[src/rtl/pcie_ss_tx_local_commit_if.sv]
// AXI-Stream bundle used for the PCIe SS TX path and the synthesized
// commit stream. master drives the payload and valid; slave drives ready.
interface pcie_ss_tx_local_commit_if #(
  parameter int TDATA_W = 512,
  parameter int TUSER_W = 10
);
  localparam int TKEEP_W = TDATA_W / 8;

  logic               tvalid;
  logic               tready;
  logic               tlast;
  logic [TDATA_W-1:0] tdata;
  logic [TKEEP_W-1:0] tkeep;
  logic [TUSER_W-1:0] tuser_vendor;

  modport master (
    output tvalid,
    output tlast,
    output tdata,
    output tkeep,
    output tuser_vendor,
    input  tready
  );

  modport slave (
    input  tvalid,
    input  tlast,
    input  tdata,
    input  tkeep,
    input  tuser_vendor,
    output tready
  );
endinterface

[src/rtl/pcie_ss_tx_local_commit.sv]
// Passes the merged PCIe SS TX stream through untouched and, for every
// memory-write header accepted on the source side, queues a single-beat
// local write-commit (CplNoData-style header) on a separate stream.
module pcie_ss_tx_local_commit #(
  parameter int TDATA_W      = 512,
  parameter int TKEEP_W      = TDATA_W / 8,
  parameter int TUSER_W      = 10,
  parameter int COMMIT_DEPTH = 8
) (
  input  logic                       clk,
  input  logic                       rst_n,
  pcie_ss_tx_local_commit_if.slave   sink,
  pcie_ss_tx_local_commit_if.master  source,
  pcie_ss_tx_local_commit_if.master  commit
);

  localparam int AW      = $clog2(COMMIT_DEPTH);
  localparam int HDR_W   = 256;
  localparam int ENTRY_W = HDR_W + TUSER_W;
  localparam logic [7:0] FMT_CPL = 8'h0A;

  logic               sop;
  logic               is_wr;
  logic               block;
  logic               src_hs;
  logic               push;
  logic               pop;
  logic               fifo_full;
  logic               fifo_empty;
  logic [AW:0]        wr_ptr;
  logic [AW:0]        rd_ptr;
  logic [ENTRY_W-1:0] mem [COMMIT_DEPTH];
  logic [ENTRY_W-1:0] head;

  // Header decode only matters on SOP beats; MWr32/MWr64 share fmt[6]=1, type=0.
  assign is_wr = sink.tdata[30] && (sink.tdata[28:24] == 5'd0);

  // Only a write header stalls, and only against the registered full flag.
  assign block = sop && is_wr && fifo_full;

  assign source.tvalid       = sink.tvalid && !block;
  assign source.tdata        = sink.tdata;
  assign source.tkeep        = sink.tkeep;
  assign source.tlast        = sink.tlast;
  assign source.tuser_vendor = sink.tuser_vendor;
  assign sink.tready         = source.tready && !block;

  assign src_hs = source.tvalid && source.tready;
  assign push   = src_hs && sop && is_wr;
  assign pop    = commit.tvalid && commit.tready;

  assign fifo_empty = (wr_ptr == rd_ptr);
  assign fifo_full  = (wr_ptr[AW-1:0] == rd_ptr[AW-1:0]) && (wr_ptr[AW] != rd_ptr[AW]);

  // Next accepted beat is a header whenever the previous accepted beat was EOP.
  always_ff @(posedge clk or negedge rst_n) begin
    if (!rst_n) begin
      sop <= 1'b1;
    end else if (src_hs) begin
      sop <= sink.tlast;
    end
  end

  // Commit FIFO pointers; the extra MSB distinguishes full from empty.
  always_ff @(posedge clk or negedge rst_n) begin
    if (!rst_n) begin
      wr_ptr <= '0;
      rd_ptr <= '0;
    end else begin
      if (push) wr_ptr <= wr_ptr + (AW+1)'(1);
      if (pop)  rd_ptr <= rd_ptr + (AW+1)'(1);
    end
  end

  // Store the header already rewritten as a completion, plus the request tuser.
  always_ff @(posedge clk) begin
    if (push) begin
      mem[wr_ptr[AW-1:0]] <= {sink.tuser_vendor, sink.tdata[HDR_W-1:32], FMT_CPL, sink.tdata[23:0]};
    end
  end

  assign head = mem[rd_ptr[AW-1:0]];

  assign commit.tvalid       = !fifo_empty;
  assign commit.tdata        = {{(TDATA_W-HDR_W){1'b0}}, head[HDR_W-1:0]};
  assign commit.tkeep        = {{(TKEEP_W-32){1'b0}}, {32{1'b1}}};
  assign commit.tlast        = 1'b1;
  assign commit.tuser_vendor = head[ENTRY_W-1:HDR_W];

endmodule

[src/flat_wrapper.sv]
// flat-port wrapper written by rule: the top's interface ports become plain ports
module pcie_ss_tx_local_commit_flat 
#(
  parameter int TDATA_W      = 512,
  parameter int TKEEP_W      = TDATA_W / 8,
  parameter int TUSER_W      = 10,
  parameter int COMMIT_DEPTH = 8
)
  (clk, rst_n, sink_tvalid, sink_tlast, sink_tdata, sink_tkeep, sink_tuser_vendor, sink_tready, source_tvalid, source_tlast, source_tdata, source_tkeep, source_tuser_vendor, source_tready, commit_tvalid, commit_tlast, commit_tdata, commit_tkeep, commit_tuser_vendor, commit_tready);
  pcie_ss_tx_local_commit_if #(.TDATA_W(TDATA_W), .TUSER_W(TUSER_W)) sink_i ();
  pcie_ss_tx_local_commit_if #(.TDATA_W(TDATA_W), .TUSER_W(TUSER_W)) source_i ();
  pcie_ss_tx_local_commit_if #(.TDATA_W(TDATA_W), .TUSER_W(TUSER_W)) commit_i ();
  input  logic clk;
  input  logic rst_n;
  input wire logic [$bits(sink_i.tvalid)-1:0] sink_tvalid;
  input wire logic [$bits(sink_i.tlast)-1:0] sink_tlast;
  input wire logic [$bits(sink_i.tdata)-1:0] sink_tdata;
  input wire logic [$bits(sink_i.tkeep)-1:0] sink_tkeep;
  input wire logic [$bits(sink_i.tuser_vendor)-1:0] sink_tuser_vendor;
  output wire logic [$bits(sink_i.tready)-1:0] sink_tready;
  output wire logic [$bits(source_i.tvalid)-1:0] source_tvalid;
  output wire logic [$bits(source_i.tlast)-1:0] source_tlast;
  output wire logic [$bits(source_i.tdata)-1:0] source_tdata;
  output wire logic [$bits(source_i.tkeep)-1:0] source_tkeep;
  output wire logic [$bits(source_i.tuser_vendor)-1:0] source_tuser_vendor;
  input wire logic [$bits(source_i.tready)-1:0] source_tready;
  output wire logic [$bits(commit_i.tvalid)-1:0] commit_tvalid;
  output wire logic [$bits(commit_i.tlast)-1:0] commit_tlast;
  output wire logic [$bits(commit_i.tdata)-1:0] commit_tdata;
  output wire logic [$bits(commit_i.tkeep)-1:0] commit_tkeep;
  output wire logic [$bits(commit_i.tuser_vendor)-1:0] commit_tuser_vendor;
  input wire logic [$bits(commit_i.tready)-1:0] commit_tready;
  assign sink_i.tvalid = sink_tvalid;
  assign sink_i.tlast = sink_tlast;
  assign sink_i.tdata = sink_tdata;
  assign sink_i.tkeep = sink_tkeep;
  assign sink_i.tuser_vendor = sink_tuser_vendor;
  assign sink_tready = sink_i.tready;
  assign source_tvalid = source_i.tvalid;
  assign source_tlast = source_i.tlast;
  assign source_tdata = source_i.tdata;
  assign source_tkeep = source_i.tkeep;
  assign source_tuser_vendor = source_i.tuser_vendor;
  assign source_i.tready = source_tready;
  assign commit_tvalid = commit_i.tvalid;
  assign commit_tlast = commit_i.tlast;
  assign commit_tdata = commit_i.tdata;
  assign commit_tkeep = commit_i.tkeep;
  assign commit_tuser_vendor = commit_i.tuser_vendor;
  assign commit_i.tready = commit_tready;
  pcie_ss_tx_local_commit #(.TDATA_W(TDATA_W), .TKEEP_W(TKEEP_W), .TUSER_W(TUSER_W), .COMMIT_DEPTH(COMMIT_DEPTH)) u_core (.clk(clk), .rst_n(rst_n), .sink(sink_i), .source(source_i), .commit(commit_i));
endmodule
[config.mk]
export PLATFORM = sky130hd
export DESIGN_NAME = pcie_ss_tx_local_commit_flat
export DESIGN_NICKNAME = d
export VERILOG_FILES = /design/src/rtl/pcie_ss_tx_local_commit_if.sv /design/src/rtl/pcie_ss_tx_local_commit.sv /design/src/flat_wrapper.sv
export SDC_FILE = /design/constraint.sdc
export NUM_CORES = 2
export LEC_CHECK = 0
export BUFFER_PORTS_ARGS = -buffer_cell sky130_fd_sc_hd__buf_2
export CAP_MARGIN = 25
export CORE_AREA = 2 2 686 688
export DETAILED_ROUTE_END_ITERATION = 8
export DIE_AREA = 0 0 688 690
export GPL_ROUTABILITY_DRIVEN = 0
export SLEW_MARGIN = 20
export SYNTH_ARGS = -nofsm -noshare
export SYNTH_HDL_FRONTEND = slang
export SYNTH_SLANG_ARGS = --single-unit
export TNS_END_PERCENT = 10
[constraint.sdc]
create_clock -name clk -period 27.4 [get_ports clk]
set_input_delay 2.74 -clock clk [delete_from_list [all_inputs] [get_ports clk]]
set_output_delay 2.74 -clock clk [all_outputs]
set_load 0.05 [all_outputs]
* After elaboration in Yosys (flattened, before gate mapping)
Memories as Yosys holds them, arrays and structs flattened. Index checks and enable logic that the tools add are counted.
Storage, ports and cells: register bits after elaboration 9, RAM bits 2064, memories kept 1, bits of input ports 592, output and inout bits 1177
Memories:
- u_core.mem | depth 8, bits a word 258, read ports 1, clocked after memory_dff 0, wr ports 1, line pcie_ss_tx_local_commit.sv:32 | logic [ENTRY_W-1:0] mem [COMMIT_DEPTH];
Cells by class: $add $sub $neg 2, multiplexer cells 2, eq/ne operators 3, reductions and logical operators 13
Operator list (count):
- $logic_and A1 B1 Y1 | 10
- $add A4 B1 Y4 const B | 2
- $logic_not A5 Y1 | 1
- $eq A4 B4 Y1 | 1
- $eq A3 B3 Y1 | 1
- $logic_not A1 Y1 | 2
- $mux W1 | 2
- $ne A1 B1 Y1 | 1

* Longest topological paths before layout
depth in word-level cells 11, mapped depth 7

* Least setup slack after synthesis
OpenSTA, ideal clock, no wires.
path type input -> register, start input sink_tdata[25], end memory u_core.mem[0][0] in the netlist's numbering (enable), setup time 1.510 ns, arrival 27.851 ns, setup slack -1.961 ns, path buffers 1, stages 5, required time 25.890 ns, path through nor3_1 > nand4_1 > or3_1 > buf_2 > nor4_1
Between the ends: word-level cells in the longest chain between the ends 11
Ends and longest elaborated chain:
- start: declaration | line flat_wrapper.sv:17 | input wire logic [$bits(sink_i.tdata)-1:0] sink_tdata;
- $logic_not A5 Y1 (*) | line pcie_ss_tx_local_commit.sv:36 | assign is_wr = sink.tdata[30] && (sink.tdata[28:24] == 5'd0);
- $logic_and A1 B1 Y1 (*) | line pcie_ss_tx_local_commit.sv:36
- $logic_and A1 B1 Y1 (2 in a row) | line pcie_ss_tx_local_commit.sv:39 | assign block = sop && is_wr && fifo_full;
- $logic_not A1 Y1 | line pcie_ss_tx_local_commit.sv:41 | assign source.tvalid = sink.tvalid && !block;
- $logic_and A1 B1 Y1 | line pcie_ss_tx_local_commit.sv:41
- $logic_and A1 B1 Y1 | line pcie_ss_tx_local_commit.sv:48 | assign src_hs = source.tvalid && source.tready;
- $logic_and A1 B1 Y1 | line pcie_ss_tx_local_commit.sv:49 | assign push = src_hs && sop && is_wr;
- $logic_and A1 B1 Y1 (*) | line pcie_ss_tx_local_commit.sv:49
- $mux W1 (*) | line pcie_ss_tx_local_commit.sv:77 | if (push) begin
- $mux W1 (implied by the code) (*) | line pcie_ss_tx_local_commit.sv:78 | mem[wr_ptr[AW-1:0]] <= {sink.tuser_vendor, sink.tdata[HDR_W-1:32], FMT_CPL, sink.tdata[23:0]};
- end: declaration | line pcie_ss_tx_local_commit.sv:32
Mark *: on every way between the ends. The rest lies on a longest branch, timed or not.

* Worst setup path after layout
start register u_core.rd_ptr[0], end output commit_tdata[165]
Between the ends: word-level cells in the longest chain between the ends 1
Ends and longest elaborated chain:
- start: declaration | line pcie_ss_tx_local_commit.sv:31 | logic [AW:0] rd_ptr;
- start signal: assignment | line pcie_ss_tx_local_commit.sv:71 | if (pop) rd_ptr <= rd_ptr + (AW+1)'(1);
- $mem_v2 Z8 W258
- end: declaration | line flat_wrapper.sv:29 | output wire logic [$bits(commit_i.tdata)-1:0] commit_tdata;
No other way between the ends.

==> metrics.cfg <==
[outcome]
outcome=finished clean

[timing]
rsz0062_at_grt=no
fin_skew_ps=99.1
fin_crit_ps=10100
fmax_ghz=0.0991
fin_crit_sh_pct=36.8
finalHoldViolCount=0
whs_ps=529
setup_viol=0
worst_pin_slew_ps=1080
slew_headroom_pct=28.2
setup-tns-final_ps=0
final_max_slew_viol_count=0

[pwr]
worst_ir_drop_vdd_mv=0.132
power.total_mw=10.0
pwr_density_cell_nw_per_um2=102
power.leakage_nw=31.1

[cts]
clkLatencyLatePin_ps=970
path_clk_slew_ps=60
cts.path.max_buffers=4
cts_inserted_buffers=218
cts_tree=built
htreeDepth=4
ctsHoldBuffers=0
cts_resized=0
post_cts_buffers=0
cts_root_buf=clkbuf_16
clock_sinks=2073

[global_routing]
grt_pass1_wl_mm=382
track_usage_pct=12.0
grt_remaining_overflow=0
grt_max_degree=112
grt_pass1_vias=38400
antenna_found_initial=28

[placed_design]
dp_hpwl_mm=217
io_buffers=795

[critical_path]
crit_required_ps=24660
critPathLaunchType=flip-flop
endpoint_kind=primary output
crit_fanout=97
crit_arrival_ps=7360
worst-setup-path-type=flip-flop to primary output

[synthesis]
syn_area_sq_um=84700
synthCells=3959
synth_fa_ha_area_share_pct=0.0296
synth_xor_area_share_pct=0.114
yosysUniqueCellTypes=29
ys_ff_latch=2073
syn_avg_cell_area_sq_um=21.4
synth_top_cells_by_area=edfxtp_1 73%, mux4_2 14%, buf_4 8.1%
synthArstFlopShare_pct=0.434
synth_most_common_cell=edfxtp_1
synth-edff-count=2064
synth_seq_area_share_pct=73.5
synth-compound-area-share_pct=0.0222
synth_top_area_share_pct=73.2
yosysWarnings=0
synth_top_family_by_area=multiplexers
synth-main-ff-cell=edfxtp_1
synth_common_cells=2064 x edfxtp_1, 919 x buf_4, 516 x mux4_2
synth.largest_area_cell=edfxtp_1
synthMuxAreaShare_pct=17.2
synth-simple-area-share_pct=0.219

[routing]
drt-pass1-iter-count=5
routed_wirelength_mm=297
via_per_inst=3.55
drt_iter0_drc=3219
drc=0
antenna_left=0
wl_per_cell_microns=27.8
via_count=38000

[floorplanning]
coreArea_sq_um=467000
start_util_pct=18.1
row_count=251
io_pins=1769
die_area_sq_um=475000
die_w_microns=688
die_y_microns=690

[final_layout]
drive_above_1_share_pct=44.1
nets=4907
synthToLayoutAreaGrowth_pct=15.6
final.fill_count=48500

[flow_run]
cap_violations=0

[worst_hold_path]
hold_path_class=flip-flop to flip-flop

[metal layers]
layer  vias to the layer above  global-route usage (%)  routed length, microns
li1                      15400                       -                       -
met1                     20100                    11.2                   90800
met2                      2138                    21.5                  154000
met3                       314                    7.45                   42900
met4                        24                    3.15                    7990
met5                         -                    2.27                    1520
[report_power, final]
group | internal (mW) | switching, mW
Clock | 1.65 | 1.25
Sequential | 3.49 | 0.0282
Combinational | 1.18 | 2.40
[path summary, 6_finish.rpt]
| kind | from | to | slack, ps | cells after the start |
|---|---|---|---|---|
| max reg2reg | u_core.rd_ptr[1] | u_core.mem[1][150] | 21600 | 8 |
| max | u_core.rd_ptr[0] | commit_tdata[165] | 17300 | 10 |
| max in group asynchronous | rst_n | u_core.sop | 25430 | 1 |
| min in group asynchronous | rst_n | u_core.rd_ptr[3] | 1700 | 1 |
| min | u_core.rd_ptr[3] | u_core.rd_ptr[3] | 530 | 1 |
| min reg2reg | u_core.rd_ptr[3] | u_core.rd_ptr[3] | 530 | 1 |
[layout by cell type (no fill, tap or decap), types with 3 or more instances in the layout]
cell type | Yosys | routed
buf_12 | 0 | 5
buf_16 | 0 | 4
buf_2 | 70 | 795
buf_4 | 919 | 67
bufinv_16 | 0 | 20
clkbuf_1 | 58 | 28
clkbuf_16 | 0 | 218
clkinv_1 | 0 | 51
clkinv_16 | 0 | 5
clkinv_2 | 0 | 45
clkinv_4 | 0 | 3
clkinv_8 | 0 | 4
clkinvlp_4 | 0 | 11
conb_1 | 2 | 329
dfrtp_1 | 8 | 5
dfrtp_4 | 0 | 3
diode_2 | 0 | 18
edfxtp_1 | 2064 | 2064
inv_6 | 0 | 6
mux2_2 | 260 | 260
mux4_2 | 516 | 516
nor2b_1 | 3 | 3
nor4b_4 | 0 | 3
xnor2_1 | 6 | 6
xor2_1 | 5 | 5
[registers in the layout (all words and copies together) (netlist names)]
register and flops:
u_core.mem 2064, u_core.rd_ptr 4, u_core.wr_ptr 4, u_core.sop 1
[logic make-up (layout without fill, tap and decap cells)]
logic type	after synthesis	after routing
compound gates	2	2
xor+xnor	11	11
fa+ha+maj	2	2
buf+inv	1067	1269
flops	2073	2073
mux	776	776
other cells	2	347
simple gates	26	26
[worst max-delay path, stage by stage, from the launching register on]
cell	delay (ps)
dfrtp_4	720
buf_12	680
buf_4	690
buf_4	720
buf_4	810
buf_4	680
buf_4	400
buf_16	270
mux4_2	580
mux2_2	320
buf_2	220
[cell type report]
type                    count  area, sq um  share of cell area (%)
diodes                     18         45.0                  0.0460
repair buffers            872         4700                    4.80
clock inverters           149         1460                    1.49
well taps                6198         7750                    7.92
multi-input cells        1146        16200                    16.5
inverters                   2         7.51                 0.00767
clock buffers             246         5560                    5.68
flip-flops and latches   2073        62200                    63.5
[per-stage QoR]
stage          worst slack [ps]  area, sq um  utilization [%]  instances
2_1_floorplan             -1630        85900                -       4286
3_3_place_gp              17320        90700             19.4      10300
3_5_place_dp              17200        90700             19.4      10300
4_1_cts                   16180        97800             20.9      10700
5_1_grt                   16550        97900             21.0      10700
6_report                  17300        97900             21.0      10700
Power figures use the tool's default switching activity.
